<file path="src/rtl/sprite_motion_ctrl.sv">
// Frame-locked bouncing-sprite motion controller.
// Origin moves once per FRAME_DIV unpaused frame ticks and reflects off all edges.
module sprite_motion_ctrl #(
  parameter int H_ACTIVE  = 800,
  parameter int V_ACTIVE  = 600,
  parameter int SPR_W     = 200,
  parameter int SPR_H     = 150,
  parameter int INIT_X    = 200,
  parameter int INIT_Y    = 200,
  parameter int FRAME_DIV = 1,
  parameter int PW        = 11
) (
  input  logic          clk,
  input  logic          rst_n,
  input  logic          frame_tick,
  input  logic          pause,
  input  logic [3:0]    speed,
  output logic [PW-1:0] pos_x,
  output logic [PW-1:0] pos_y,
  output logic          dir_x,
  output logic          dir_y,
  output logic          bounce_x,
  output logic          bounce_y,
  output logic          upd
);

  localparam logic [PW-1:0] MAX_X  = PW'(H_ACTIVE - SPR_W);
  localparam logic [PW-1:0] MAX_Y  = PW'(V_ACTIVE - SPR_H);
  localparam logic [PW-1:0] INI_X  = PW'(INIT_X);
  localparam logic [PW-1:0] INI_Y  = PW'(INIT_Y);
  localparam logic [7:0]    FD_END = 8'(FRAME_DIV - 1);

  logic [7:0]    fdiv;
  logic          fire;
  logic [PW+1:0] nx;
  logic [PW+1:0] ny;

  // Returns {next_pos, next_dir, bounce} for one axis.
  function automatic logic [PW+1:0] step_axis(
    input logic [PW-1:0] pos,
    input logic          dir,
    input logic [3:0]    spd,
    input logic [PW-1:0] lim
  );
    logic [PW:0] sp;
    logic [PW:0] sum;
    logic [PW:0] dif;
    sp  = {{(PW-3){1'b0}}, spd};
    sum = {1'b0, pos} + sp;
    dif = {1'b0, pos} - sp;
    if (spd == 4'd0)
      step_axis = {pos, dir, 1'b0};
    else if (dir) begin
      if (sum >= {1'b0, lim})
        step_axis = {lim, 1'b0, 1'b1};
      else
        step_axis = {sum[PW-1:0], 1'b1, 1'b0};
    end else begin
      if ({1'b0, pos} <= sp)
        step_axis = {{PW{1'b0}}, 1'b1, 1'b1};
      else
        step_axis = {dif[PW-1:0], 1'b0, 1'b0};
    end
  endfunction

  assign fire = frame_tick && !pause && (fdiv == FD_END);
  assign nx   = step_axis(pos_x, dir_x, speed, MAX_X);
  assign ny   = step_axis(pos_y, dir_y, speed, MAX_Y);

  always_ff @(posedge clk or negedge rst_n) begin
    if (!rst_n) begin
      fdiv     <= 8'd0;
      pos_x    <= INI_X;
      pos_y    <= INI_Y;
      dir_x    <= 1'b1;
      dir_y    <= 1'b1;
      bounce_x <= 1'b0;
      bounce_y <= 1'b0;
      upd      <= 1'b0;
    end else begin
      upd      <= fire;
      bounce_x <= fire && nx[0];
      bounce_y <= fire && ny[0];
      if (frame_tick && !pause)
        fdiv <= fire ? 8'd0 : fdiv + 8'd1;
      if (fire) begin
        pos_x <= nx[PW+1:2];
        dir_x <= nx[1];
        pos_y <= ny[PW+1:2];
        dir_y <= ny[1];
      end
    end
  end

endmodule

</file>
<file path="config.mk">
export PLATFORM = sky130hd
export DESIGN_NAME = sprite_motion_ctrl
export DESIGN_NICKNAME = d
export VERILOG_FILES = /design/src/rtl/sprite_motion_ctrl.sv
export SDC_FILE = /design/constraint.sdc
export NUM_CORES = 1
export LEC_CHECK = 0
export BUFFER_PORTS_ARGS = -buffer_cell sky130_fd_sc_hd__buf_2
export CORE_ASPECT_RATIO = 0.5
export CORE_MARGIN = 2
export CORE_UTILIZATION = 65
export CTS_CLUSTER_DIAMETER = 200
export DETAILED_ROUTE_END_ITERATION = 12
export HOLD_SLACK_MARGIN = 0.02
export PLACE_DENSITY = 0.92
export SETUP_SLACK_MARGIN = 0.02
export SLEW_MARGIN = 15
export SYNTH_ARGS = -nofsm -noshare
export SYNTH_HDL_FRONTEND = slang
export SYNTH_SLANG_ARGS = --single-unit
</file>
<file path="constraint.sdc">
create_clock -name clk -period 4.1 [get_ports clk]
set_input_delay 0.82 -clock clk [delete_from_list [all_inputs] [get_ports clk]]
set_output_delay 0.82 -clock clk [all_outputs]
set_load 0.05 [all_outputs]
</file>
==> results of run 1 <==
==> power breakdown <==
part           leakage (uW)  internal, uW  switching (uW)
sequential         0.000426           493             251
combinational       0.00101           687            1300
clock             0.0000482           136             130
==> worst min path at each step <==
| stage | end | cells past startpoint | slack (ns) |
|---|---|---|---|
| finish | fdiv[7]$_DFFE_PN0P_ | 1 | 0.50 |
| global route | fdiv[7]$_DFFE_PN0P_ | 1 | 0.53 |
| CTS | fdiv[7]$_DFFE_PN0P_ | 1 | 0.49 |
| detailed placement | fdiv[7]$_DFFE_PN0P_ | 1 | 0.48 |
| global placement | fdiv[7]$_DFFE_PN0P_ | 1 | 0.48 |
| floorplan | fdiv[7]$_DFFE_PN0P_ | 1 | 0.46 |
==> cells by family (layout without fill, tap and decap cells) <==
| kind of cell | count (synthesis) | after routing | share of synthesized area |
|---|---|---|---|
| buf+inv | 45 | 68 | 0.0595 |
| flops | 35 | 35 | 0.272 |
| fa+ha+maj | 22 | 22 | 0.0937 |
| simple gates | 133 | 133 | 0.225 |
| compound gates | 130 | 130 | 0.299 |
| xor+xnor | 14 | 14 | 0.0376 |
| mux | 3 | 3 | 0.0134 |
==> through the flow <==
stage	cell area [sq um]	std cells	power, uW	setup WS [ns]
6_report	3520	475	2990	0.922
5_1_grt	3520	475	3170	0.811
4_1_cts	3520	475	2950	1.00
3_5_place_dp	3430	467	2680	0.699
3_3_place_gp	3430	467	2610	0.858
2_1_floorplan	3260	382	2270	1.16
==> layout make-up <==
type                    instances  area share
inverters                      24      0.0256
multi-input cells             302       0.619
repair buffers                 36      0.0526
clock inverters                 1     0.00142
flip-flops and latches         35       0.252
clock buffers                   7      0.0245
well taps                      70      0.0249
==> critical path: stages <==
cell and delay [ns]:
sky130_fd_sc_hd__buf_2 0.16, sky130_fd_sc_hd__ha_1 0.18, sky130_fd_sc_hd__inv_1 0.05, sky130_fd_sc_hd__fa_1 0.41, sky130_fd_sc_hd__nor2_1 0.22, sky130_fd_sc_hd__o311a_1 0.37, sky130_fd_sc_hd__mux2i_1 0.25, sky130_fd_sc_hd__o22ai_1 0.15
sky130_fd_sc_hd__o211a_4 0.31, sky130_fd_sc_hd__o31ai_4 0.30, sky130_fd_sc_hd__o32ai_1 0.13
==> flip-flops by register name, summed over array words and instances, names as in the netlist <==
name	count
pos_x	11
bounce_y	1
upd	1
dir_x	1
bounce_x	1
pos_y	11
dir_y	1
fdiv	8
==> routing by layer <==
metal	vias to the layer above	global-route usage	wire length [um]
li1	1448	-	-
met1	1517	0.366	3630
met2	152	0.553	4170
met3	28	0.0654	601
met4	0	0.113	133
met5	-	0	0
==> Yosys cell counts, drive strengths merged (4+ instances only) <==
library cell,instances,area share
clkbuf,11,0.013
nand2b,9,0.020
a211oi,5,0.015
a211o,5,0.013
nand2,23,0.027
xnor2,10,0.027
fa,4,0.025
nor2,35,0.043
inv,24,0.028
and3,5,0.0096
nor4,4,0.0096
o311ai,5,0.013
nor3,11,0.022
buf,10,0.019
o21ai,33,0.053
or3,6,0.015
nand4,5,0.0096
o211ai,7,0.019
dfrtp,27,0.21
nand3,15,0.025
xor2,4,0.011
a21oi,25,0.038
dfstp,8,0.064
ha,18,0.069
nor2b,10,0.022
o31ai,5,0.016
a21o,4,0.0092
o21a,8,0.019
==> results.json, run 1 <==
{
  "synth_enable_flop_cells": 0,
  "synthToLayoutAreaGrowth_pct": 7.98,
  "timing.rr.end": "pos_x[0]$_DFFE_PN0P_",
  "cts-root-buf": "sky130_fd_sc_hd__clkbuf_8",
  "holdBufCountCts": 0,
  "yosys_register_bits": 35,
  "async_flop_share": 1.00,
  "setup_viol": 0,
  "initialDrtViolationCount": 216,
  "design.die.area_sq_um": 5630,
  "place.port_buffers": 34,
  "die-height_um": 54.1,
  "hp-class": "flip-flop to flip-flop",
  "cts_tree": "built",
  "fin_crit_sh": 0.775,
  "rsz_0062_raised_after_global_routing": "false",
  "ys.warnings.count": 0,
  "layout_commonest_cell": "sky130_fd_sc_hd__buf_2",
  "dr.pass1.iters": 6,
  "worstMarginPinSlew_ns": 0.863,
  "dp.final_hpwl_um": 6180,
  "worst_hold_startpoint": "fdiv[7]$_DFFE_PN0P_",
  "r2r_setup_slack_ns": 1.22,
  "post_cts_resized": 0,
  "count_of_nets_left_with_antenna_violations_after_detail_routing": 0,
  "worstReg2RegStart": "pos_x[0]$_DFFE_PN0P_",
  "critPathKind": "input pin to flip-flop",
  "final-seq-area_sq_um": 886,
  "worstSetupEndpoint": "pos_x[0]$_DFFE_PN0P_",
  "starting_density_of_the_core": 0.667,
  "syn-instance-count": 382,
  "viasPerCell": 6.62,
  "critPathArrivalTime_ns": 3.33,
  "fp.dieW_um": 104,
  "grt_start_max_net_pins": 36,
  "grt_antenna_before_repair": 0,
  "timing.final.max_slew_violations": 0,
  "mapped_avg_cell_area_sq_um": 8.53,
  "num_cts_buffers": 5,
  "num_io_pins": 35,
  "setup_total_negative_slack_ns": 0,
  "vdd_drop_max_mv": 0.440,
  "fill_cells": 380,
  "post-route-drc-count": 0,
  "routed_wl_um": 8530,
  "post_cts_clock_slew_at_the_launch_and_capture_registers_of_the_worst_setup_and_hold_paths_ns": 0.07,
  "grt_first_pass_wirelength_um": 13400,
  "slew_headroom": 0.425,
  "multi_input_area_sq_um": 2180,
  "syn-cell-area_sq_um": 3260,
  "row_count": 18,
  "clockBufferDepth": 2,
  "cts_sinks": 35,
  "final_period_minus_worst_setup_slack_ns": 3.18,
  "gpl.final_weighted_congestion": 0.989,
  "fp.coreArea_sq_um": 4890,
  "max_clock_freq_ghz": 0.315,
  "drive_gt1_frac": 0.198,
  "power_per_cell_area_nw_per_um2": 850,
  "postSynthNetCount": 412,
  "routedWlPerCell_um": 18.0,
  "final_nets": 434,
  "end_kind": "flip-flop",
  "grt_pass1_vias": 2847,
  "number_of_cell_instances_on_the_worst_register_to_register_path": 10,
  "diodes": 0,
  "path_max_fanout": 7,
  "yosys.cell_types.count": 79,
  "max_cap_viol_count": 0,
  "insertion_delay_to_the_later_sink_of_the_worst_skew_pair_ns": 0.29,
  "worst_clock_skew_ns": 0.00415,
  "grt_usage": 0.303,
  "synthFlopType": "sky130_fd_sc_hd__dfrtp_1",
  "final_cell_mix": "sky130_fd_sc_hd__buf_2 (34), sky130_fd_sc_hd__nor2_1 (33), sky130_fd_sc_hd__o21ai_0 (29)",
  "finalCoreUtilization": 0.720,
  "outcome": "complete, no violations",
  "via_count": 3145,
  "power_leakage_uw": 0.00149,
  "grt_overflow_total": 0,
  "fin_hold_ws_ns": 0.495,
  "startpoint_kind_of_the_worst_setup_timing_path": "input pin",
  "synth-seq-area-share": 0.272,
  "post_cts.repair.setup_buffers": 0,
  "crit_required_ns": 4.26,
  "htree_levels": 2,
  "timing.final.hold_violations": 0,
  "critical_path.startpoint": "speed[0]"
}
Power figures use the tool's default switching activity.
==> run 2, diff against run 1 <==
--- a/config.mk
+++ b/config.mk
@@ -5,14 +5,15 @@
 export SDC_FILE = /design/constraint.sdc
 export NUM_CORES = 1
 export LEC_CHECK = 0
+export ABC_AREA = 1
 export BUFFER_PORTS_ARGS = -buffer_cell sky130_fd_sc_hd__buf_2
 export CORE_ASPECT_RATIO = 0.5
 export CORE_MARGIN = 2
-export CORE_UTILIZATION = 65
+export CORE_UTILIZATION = 54
 export CTS_CLUSTER_DIAMETER = 200
 export DETAILED_ROUTE_END_ITERATION = 12
 export HOLD_SLACK_MARGIN = 0.02
-export PLACE_DENSITY = 0.92
+export PLACE_DENSITY = 0.82
 export SETUP_SLACK_MARGIN = 0.02
 export SLEW_MARGIN = 15
 export SYNTH_ARGS = -nofsm -noshare
==> constraint.sdc (replaced) <==
create_clock -name clk -period 2.74 [get_ports clk]
set_input_delay 0.548 -clock clk [delete_from_list [all_inputs] [get_ports clk]]
set_output_delay 0.548 -clock clk [all_outputs]
set_load 0.05 [all_outputs]
==> results.json, run 2 <==
{
  "outcome": "complete, no violations",
  "largestRegisters": "pos_x x11, pos_y x11, fdiv x8",
  "power_leakage_uw": 0.00180,
  "row_count": 20,
  "die-height_um": 59.8,
  "vdd_drop_max_mv": 0.336,
  "post-synth-top-count-cell": "sky130_fd_sc_hd__nand2_1",
  "routed_wl_um": 8320,
  "synth_xor_xnor_area_share": 0.0439,
  "post-route-drc-count": 0,
  "critPathBufInv": 5,
  "clockBufferDepth": 2,
  "finalCoreUtilization": 0.618,
  "ordered_cell_list_for_the_critical_path": "buf_2, ha_1, inv_1, fa_1, inv_1, nand3_2, nand2_2, nand2_1, o21ai_0, clkinv_1, nand2_1, nand2_1, nand2_4, nand2_2, nand2_2, nand3_1, nand2_1, inv_1",
  "cpMostUsedCell": "sky130_fd_sc_hd__nand2_1",
  "final_nets": 541,
  "syn-instance-count": 479,
  "synthToLayoutAreaGrowth_pct": 10.9,
  "setup_viol": 0,
  "placed_area_sq_um": 3580,
  "grt_start_max_net_pins": 36,
  "grt_pass1_vias": 2932,
  "crit_path_top_delay_cell": "sky130_fd_sc_hd__fa_1",
  "num_cts_buffers": 5,
  "diodes": 0,
  "startpoint_kind_of_the_worst_setup_timing_path": "input pin",
  "max_clock_freq_ghz": 0.406,
  "fp.coreArea_sq_um": 6030,
  "fin_hold_ws_ns": 0.350,
  "power_per_cell_area_nw_per_um2": 579,
  "met1_usage": 0.339,
  "post_cts.repair.setup_buffers": 0,
  "gpl.final_weighted_congestion": 0.931,
  "viasPerCell": 5.45,
  "hp-class": "input pin to async pin",
  "final_period_minus_worst_setup_slack_ns": 2.47,
  "netlist_top_cells_area": "sky130_fd_sc_hd__dfrtp_1 (20%), sky130_fd_sc_hd__nand2_1 (13%), sky130_fd_sc_hd__ha_1 (6.7%)",
  "final.setup.worst_slack_ns": 0.274,
  "grt_usage": 0.255,
  "synthFlopType": "sky130_fd_sc_hd__dfrtp_1",
  "cts_sinks": 35,
  "post_cts_resized": 0,
  "layout_commonest_cell": "sky130_fd_sc_hd__nand2_1",
  "syn-cell-area_sq_um": 3360,
  "holdBufCountCts": 0,
  "timing.final.hold_violations": 0,
  "yosysTopAreaCell": "sky130_fd_sc_hd__dfrtp_1",
  "gr-usage-met2": 0.435,
  "max_cap_viol_count": 0,
  "cts-root-buf": "sky130_fd_sc_hd__clkbuf_16",
  "grt_antenna_before_repair": 0,
  "dp.final_hpwl_um": 6170,
  "routedWlPerCell_um": 13.9,
  "via_count": 3271,
  "mapped_avg_cell_area_sq_um": 7.02,
  "starting_density_of_the_core": 0.557,
  "grtUsageMet3": 0.0446,
  "synthMuxAreaShare": 0,
  "fp.dieW_um": 116,
  "crit_path_max_incr_delay_ns": 0.39,
  "most_used_standard_cells_in_the_synthesized_netlist": "sky130_fd_sc_hd__nand2_1 (116), sky130_fd_sc_hd__inv_1 (51), sky130_fd_sc_hd__nor2_1 (45), sky130_fd_sc_hd__nand3_1 (41), sky130_fd_sc_hd__dfrtp_1 (27)",
  "worst_path_dominant_cell_family": "simple AND/OR/NAND/NOR gates",
  "main_combinational_cell_family_by_area_after_synthesis": "simple AND/OR/NAND/NOR gates",
  "setup_total_negative_slack_ns": 0,
  "count_of_nets_left_with_antenna_violations_after_detail_routing": 0,
  "critPathArrivalTime_ns": 2.64,
  "path_max_fanout": 8,
  "yosys.area_share.simple": 0.398,
  "slew_headroom": 0.461,
  "htree_levels": 2,
  "yosys_register_bits": 35,
  "synth_enable_flop_cells": 0,
  "grt_first_pass_wirelength_um": 13700,
  "insertion_delay_to_the_later_sink_of_the_worst_skew_pair_ns": 0.28,
  "initialDrtViolationCount": 400,
  "num_io_pins": 35,
  "critPathKind": "input pin to flip-flop",
  "worst_clock_skew_ns": 0.00323,
  "dr.pass1.iters": 5,
  "drive_gt1_frac": 0.221,
  "grt-busiest-layer": "met2",
  "timing.final.max_slew_violations": 0,
  "cts_tree": "built",
  "fin_crit_sh": 0.900,
  "final_instance_area_sq_um": 3730,
  "postSynthNetCount": 509,
  "worstMarginPinSlew_ns": 0.809,
  "synth-seq-area-share": 0.264,
  "synth_top_area_share": 0.201,
  "grt_overflow_total": 0,
  "crit_required_ns": 2.92,
  "end_kind": "flip-flop",
  "post_synth_fa_ha_maj_area_fraction": 0.0908,
  "place.port_buffers": 34,
  "yosys.cell_types.count": 46,
  "rsz_0062_raised_after_global_routing": "false",
  "design.die.area_sq_um": 6910,
  "preCtsSetupSlack_ns": 0.0392,
  "synth_compound_gate_area_share": 0.103,
  "final_cell_mix": "sky130_fd_sc_hd__nand2_1 (116), sky130_fd_sc_hd__inv_1 (51), sky130_fd_sc_hd__nor2_1 (45)",
  "ys.warnings.count": 0,
  "post_cts_clock_slew_at_the_launch_and_capture_registers_of_the_worst_setup_and_hold_paths_ns": 0.06,
  "async_flop_share": 1.00
}
run 2: cell count changes after synthesis, moves of 9 or more:
cell                       change
sky130_fd_sc_hd__nand4_1      +11
sky130_fd_sc_hd__a21boi_1     +12
sky130_fd_sc_hd__nand2_2       +9
sky130_fd_sc_hd__o21ai_0      -20
sky130_fd_sc_hd__clkbuf_1     -10
sky130_fd_sc_hd__nand3_1      +27
sky130_fd_sc_hd__nor2_1       +12
sky130_fd_sc_hd__inv_1        +27
sky130_fd_sc_hd__xor2_1        +9
sky130_fd_sc_hd__inv_2        +10
sky130_fd_sc_hd__nand2_1      +94
run 2: worst register-to-register path: cells and delay by family (launching register included):
| family | cells | cell delay [ns] |
|---|---|---|
| adder cells (fa/ha/maj) | 2 | 0.61 |
| AND/OR/NAND/NOR | 10 | 0.84 |
| flip-flops | 1 | 0.39 |
| AO/OA/AOI/OAI | 1 | 0.20 |
| buffers and inverters | 4 | 0.31 |
run 2: final timing paths:
path,cells after the start,startpoint,endpoint,slack (ns)
min reg2reg,1,fdiv[7]$_DFFE_PN0P_,fdiv[7]$_DFFE_PN0P_,0.50
min in group clk,1,fdiv[7]$_DFFE_PN0P_,fdiv[7]$_DFFE_PN0P_,0.50
min,1,rst_n,fdiv[0]$_DFFE_PN0P_,0.35
max reg2reg,17,pos_x[0]$_DFFE_PN0P_,pos_x[4]$_DFFE_PN0P_,0.28
max in group asynchronous,1,rst_n,pos_x[4]$_DFFE_PN0P_,1.87
max,18,speed[0],pos_x[4]$_DFFE_PN0P_,0.27
run 2: kinds of logic after synthesis:
group,count (synthesis)
fa+ha+maj,22
xor+xnor,16
buf+inv,79
flops,35
simple gates,272
compound gates,55
run 2: routing by layer:
layer | vias up | wire length (um)
met3 | 14 | 453
met5 | - | 0
met1 | 1517 | 3860
li1 | 1619 | -
met2 | 121 | 3880
met4 | 0 | 135
run 2: layout make-up:
cell class                 count  area (sq um)
clock buffer                   7           143
clock inverter                 1          5.00
fill                         548          2300
inverter                      68           263
multi-input combinational    365          2140
sequential                    35           886
tap                           88           110
timing repair buffer          36           185
run 2: through the flow:
stage	total power, uW	std cells
after floorplan	1390	479
after global placement	1550	592
after detailed placement	1570	592
after CTS	2160	600
after global routing	2300	600
final	2160	600
run 2: power breakdown:
group | switching [uW] | internal [uW] | total, uW
Clock | 223 | 361 | 584
Sequential | 90.0 | 592 | 682
Combinational | 606 | 287 | 894
Total | 920 | 1240 | 2160
==> run 3, diff against run 2 <==
--- a/config.mk
+++ b/config.mk
@@ -9,11 +9,11 @@
 export BUFFER_PORTS_ARGS = -buffer_cell sky130_fd_sc_hd__buf_2
 export CORE_ASPECT_RATIO = 0.5
 export CORE_MARGIN = 2
-export CORE_UTILIZATION = 54
+export CORE_UTILIZATION = 60
 export CTS_CLUSTER_DIAMETER = 200
 export DETAILED_ROUTE_END_ITERATION = 12
 export HOLD_SLACK_MARGIN = 0.02
-export PLACE_DENSITY = 0.82
+export PLACE_DENSITY = 0.86
 export SETUP_SLACK_MARGIN = 0.02
 export SLEW_MARGIN = 15
 export SYNTH_ARGS = -nofsm -noshare
==> constraint.sdc (replaced) <==
create_clock -name clk -period 2.4 [get_ports clk]
set_input_delay 0.48 -clock clk [delete_from_list [all_inputs] [get_ports clk]]
set_output_delay 0.48 -clock clk [all_outputs]
set_load 0.05 [all_outputs]
==> results.json, run 3 (same netlist as run 2, synthesis figures left out) <==
{
  "worstMarginPinSlew_ns": 0.813,
  "dp.final_hpwl_um": 6490,
  "grt_first_pass_wirelength_um": 14600,
  "initialDrtViolationCount": 345,
  "diodes": 0,
  "crit_required_ns": 2.63,
  "num_cts_buffers": 5,
  "final_period_minus_worst_setup_slack_ns": 2.32,
  "starting_density_of_the_core": 0.617,
  "power_leakage_uw": 0.00196,
  "fp.dieW_um": 110,
  "crit_path_max_incr_delay_ns": 0.56,
  "grt_start_max_net_pins": 36,
  "max_clock_freq_ghz": 0.432,
  "final_cell_mix": "sky130_fd_sc_hd__nand2_1 (115), sky130_fd_sc_hd__inv_1 (49), sky130_fd_sc_hd__nor2_1 (43)",
  "total_power_uw": 2440,
  "critPathKind": "flip-flop to flip-flop",
  "startpoint_kind_of_the_worst_setup_timing_path": "flip-flop",
  "path_max_fanout": 8,
  "fill_cells": 415,
  "drive_gt1_frac": 0.307,
  "viasPerCell": 5.77,
  "place.port_buffers": 34,
  "routedWlPerCell_um": 14.6,
  "holdBufCountCts": 0,
  "insertion_delay_to_the_later_sink_of_the_worst_skew_pair_ns": 0.30,
  "power_per_cell_area_nw_per_um2": 610,
  "vdd_drop_max_mv": 0.437,
  "cts_tree": "built",
  "design.die.area_sq_um": 6250,
  "htree_levels": 2,
  "routed_wl_um": 9120,
  "finalCoreUtilization": 0.735,
  "max_cap_viol_count": 0,
  "layout_commonest_cell": "sky130_fd_sc_hd__nand2_1",
  "synthToLayoutAreaGrowth_pct": 19.0,
  "post_cts_clock_slew_at_the_launch_and_capture_registers_of_the_worst_setup_and_hold_paths_ns": 0.08,
  "via_count": 3597,
  "worst_path_dominant_cell_family": "simple AND/OR/NAND/NOR gates",
  "grt_usage": 0.299,
  "cts-root-buf": "sky130_fd_sc_hd__clkbuf_8",
  "worst_clock_skew_ns": 0.00660,
  "timing.final.max_slew_violations": 0,
  "fp.coreArea_sq_um": 5440,
  "largestRegisters": "pos_x x11, pos_y x11, fdiv x8",
  "row_count": 19,
  "hp-class": "input pin to async pin",
  "count_of_nets_left_with_antenna_violations_after_detail_routing": 0,
  "fin_crit_sh": 0.965,
  "slew_headroom": 0.458,
  "timing.final.hold_violations": 0,
  "die-height_um": 56.9,
  "multi_input_area_sq_um": 2200,
  "ordered_cell_list_for_the_critical_path": "ha_1, buf_4, nor3_2, nand2_1, nand2_2, nand2_2, a21oi_1, nand2_2, nand2_4, nand3_1, nand2_1, nand2_1, o21ai_2",
  "crit_path_top_delay_cell": "sky130_fd_sc_hd__dfstp_2",
  "grt_pass1_vias": 3203,
  "non_filler_cells_in_the_finished_layout": 623,
  "clockBufferDepth": 2,
  "dr.pass1.iters": 5,
  "setup_viol": 0,
  "final-seq-area_sq_um": 888,
  "critPathArrivalTime_ns": 2.55,
  "rsz_0062_raised_after_global_routing": "true",
  "fin_hold_ws_ns": 0.273,
  "grt_antenna_before_repair": 0,
  "final_nets": 579,
  "cts_sinks": 35,
  "outcome": "complete, no violations",
  "post-route-drc-count": 0,
  "critPathBufInv": 1,
  "dp_cells": 613,
  "grt_overflow_total": 0,
  "num_io_pins": 35,
  "gpl.final_weighted_congestion": 0.956,
  "end_kind": "flip-flop"
}
-- run 3: cell count changes in the layout (fill, tap and decap cells not counted), moves of 4 or more --
| cell | change |
|---|---|
| sky130_fd_sc_hd__clkbuf_16 | -5 |
| sky130_fd_sc_hd__ha_1 | -4 |
| sky130_fd_sc_hd__buf_4 | +38 |
| sky130_fd_sc_hd__clkbuf_8 | +4 |
-- run 3: repair_timing --
action                                  4_1_cts  5_1_grt
gates resized for setup                       0       17
setup buffers                                 0        2
endpoints found under the setup margin        0       18
-- run 3: final timing paths --
| path | startpoint | to | slack (ns) | cells after the start |
|---|---|---|---|---|
| worst min register to register | fdiv[7]$_DFFE_PN0P_ | fdiv[7]$_DFFE_PN0P_ | 0.51 | 1 |
| worst max-delay path | pos_x[3]$_DFFE_PN1P_ | pos_x[0]$_DFFE_PN0P_ | 0.08 | 13 |
| max in group asynchronous | rst_n | pos_x[0]$_DFFE_PN0P_ | 1.57 | 1 |
| min in group clk | pause | fdiv[0]$_DFFE_PN0P_ | 0.49 | 3 |
| worst min-delay path | rst_n | fdiv[1]$_DFFE_PN0P_ | 0.27 | 1 |
| worst max register to register | pos_x[3]$_DFFE_PN1P_ | pos_x[0]$_DFFE_PN0P_ | 0.08 | 13 |
-- run 3: worst register-to-register path: stages (launching register included) --
cell and delay (ns):
sky130_fd_sc_hd__dfstp_2 0.56, sky130_fd_sc_hd__ha_1 0.27, sky130_fd_sc_hd__buf_4 0.18, sky130_fd_sc_hd__nor3_2 0.17, sky130_fd_sc_hd__nand2_1 0.10, sky130_fd_sc_hd__nand2_2 0.10
sky130_fd_sc_hd__nand2_2 0.08, sky130_fd_sc_hd__a21oi_1 0.18, sky130_fd_sc_hd__nand2_2 0.09, sky130_fd_sc_hd__nand2_4 0.11, sky130_fd_sc_hd__nand3_1 0.10, sky130_fd_sc_hd__nand2_1 0.14
sky130_fd_sc_hd__nand2_1 0.10, sky130_fd_sc_hd__o21ai_2 0.06
-- run 3: through the flow --
step | worst slack, ns | TNS [ns] | instance area, sq um
CTS | 0.0538 | 0 | 3920
floorplan | 0.0307 | 0 | 3360
global route | -0.0342 | -0.0507 | 4000
detailed placement | -0.163 | -1.58 | 3830
global placement | -0.0735 | -0.613 | 3830
finish | 0.0848 | 0 | 4000
-- run 3: final cells by class --
class,instances,share of cell area
clock inverters,3,0.00375
multi-input cells,365,0.551
repair buffers,74,0.118
flip-flops and latches,35,0.222
inverters,68,0.0657
well taps,73,0.0228
clock buffers,5,0.0172
-- run 3: where the power goes --
| part | internal, uW | leakage, uW | switching (uW) |
|---|---|---|---|
| Clock | 199 | 0.0000477 | 236 |
| Combinational | 466 | 0.00152 | 757 |
| Sequential | 676 | 0.000387 | 107 |
| Total | 1340 | 0.00196 | 1100 |
-- run 3: per-layer routing --
layer | up-vias | wire length, um | global-route usage
met2 | 178 | 4220 | 0.486
met3 | 33 | 717 | 0.0418
li1 | 1693 | - | -
met4 | 0 | 212 | 0.0741
met5 | - | 0 | 0
met1 | 1693 | 3970 | 0.424
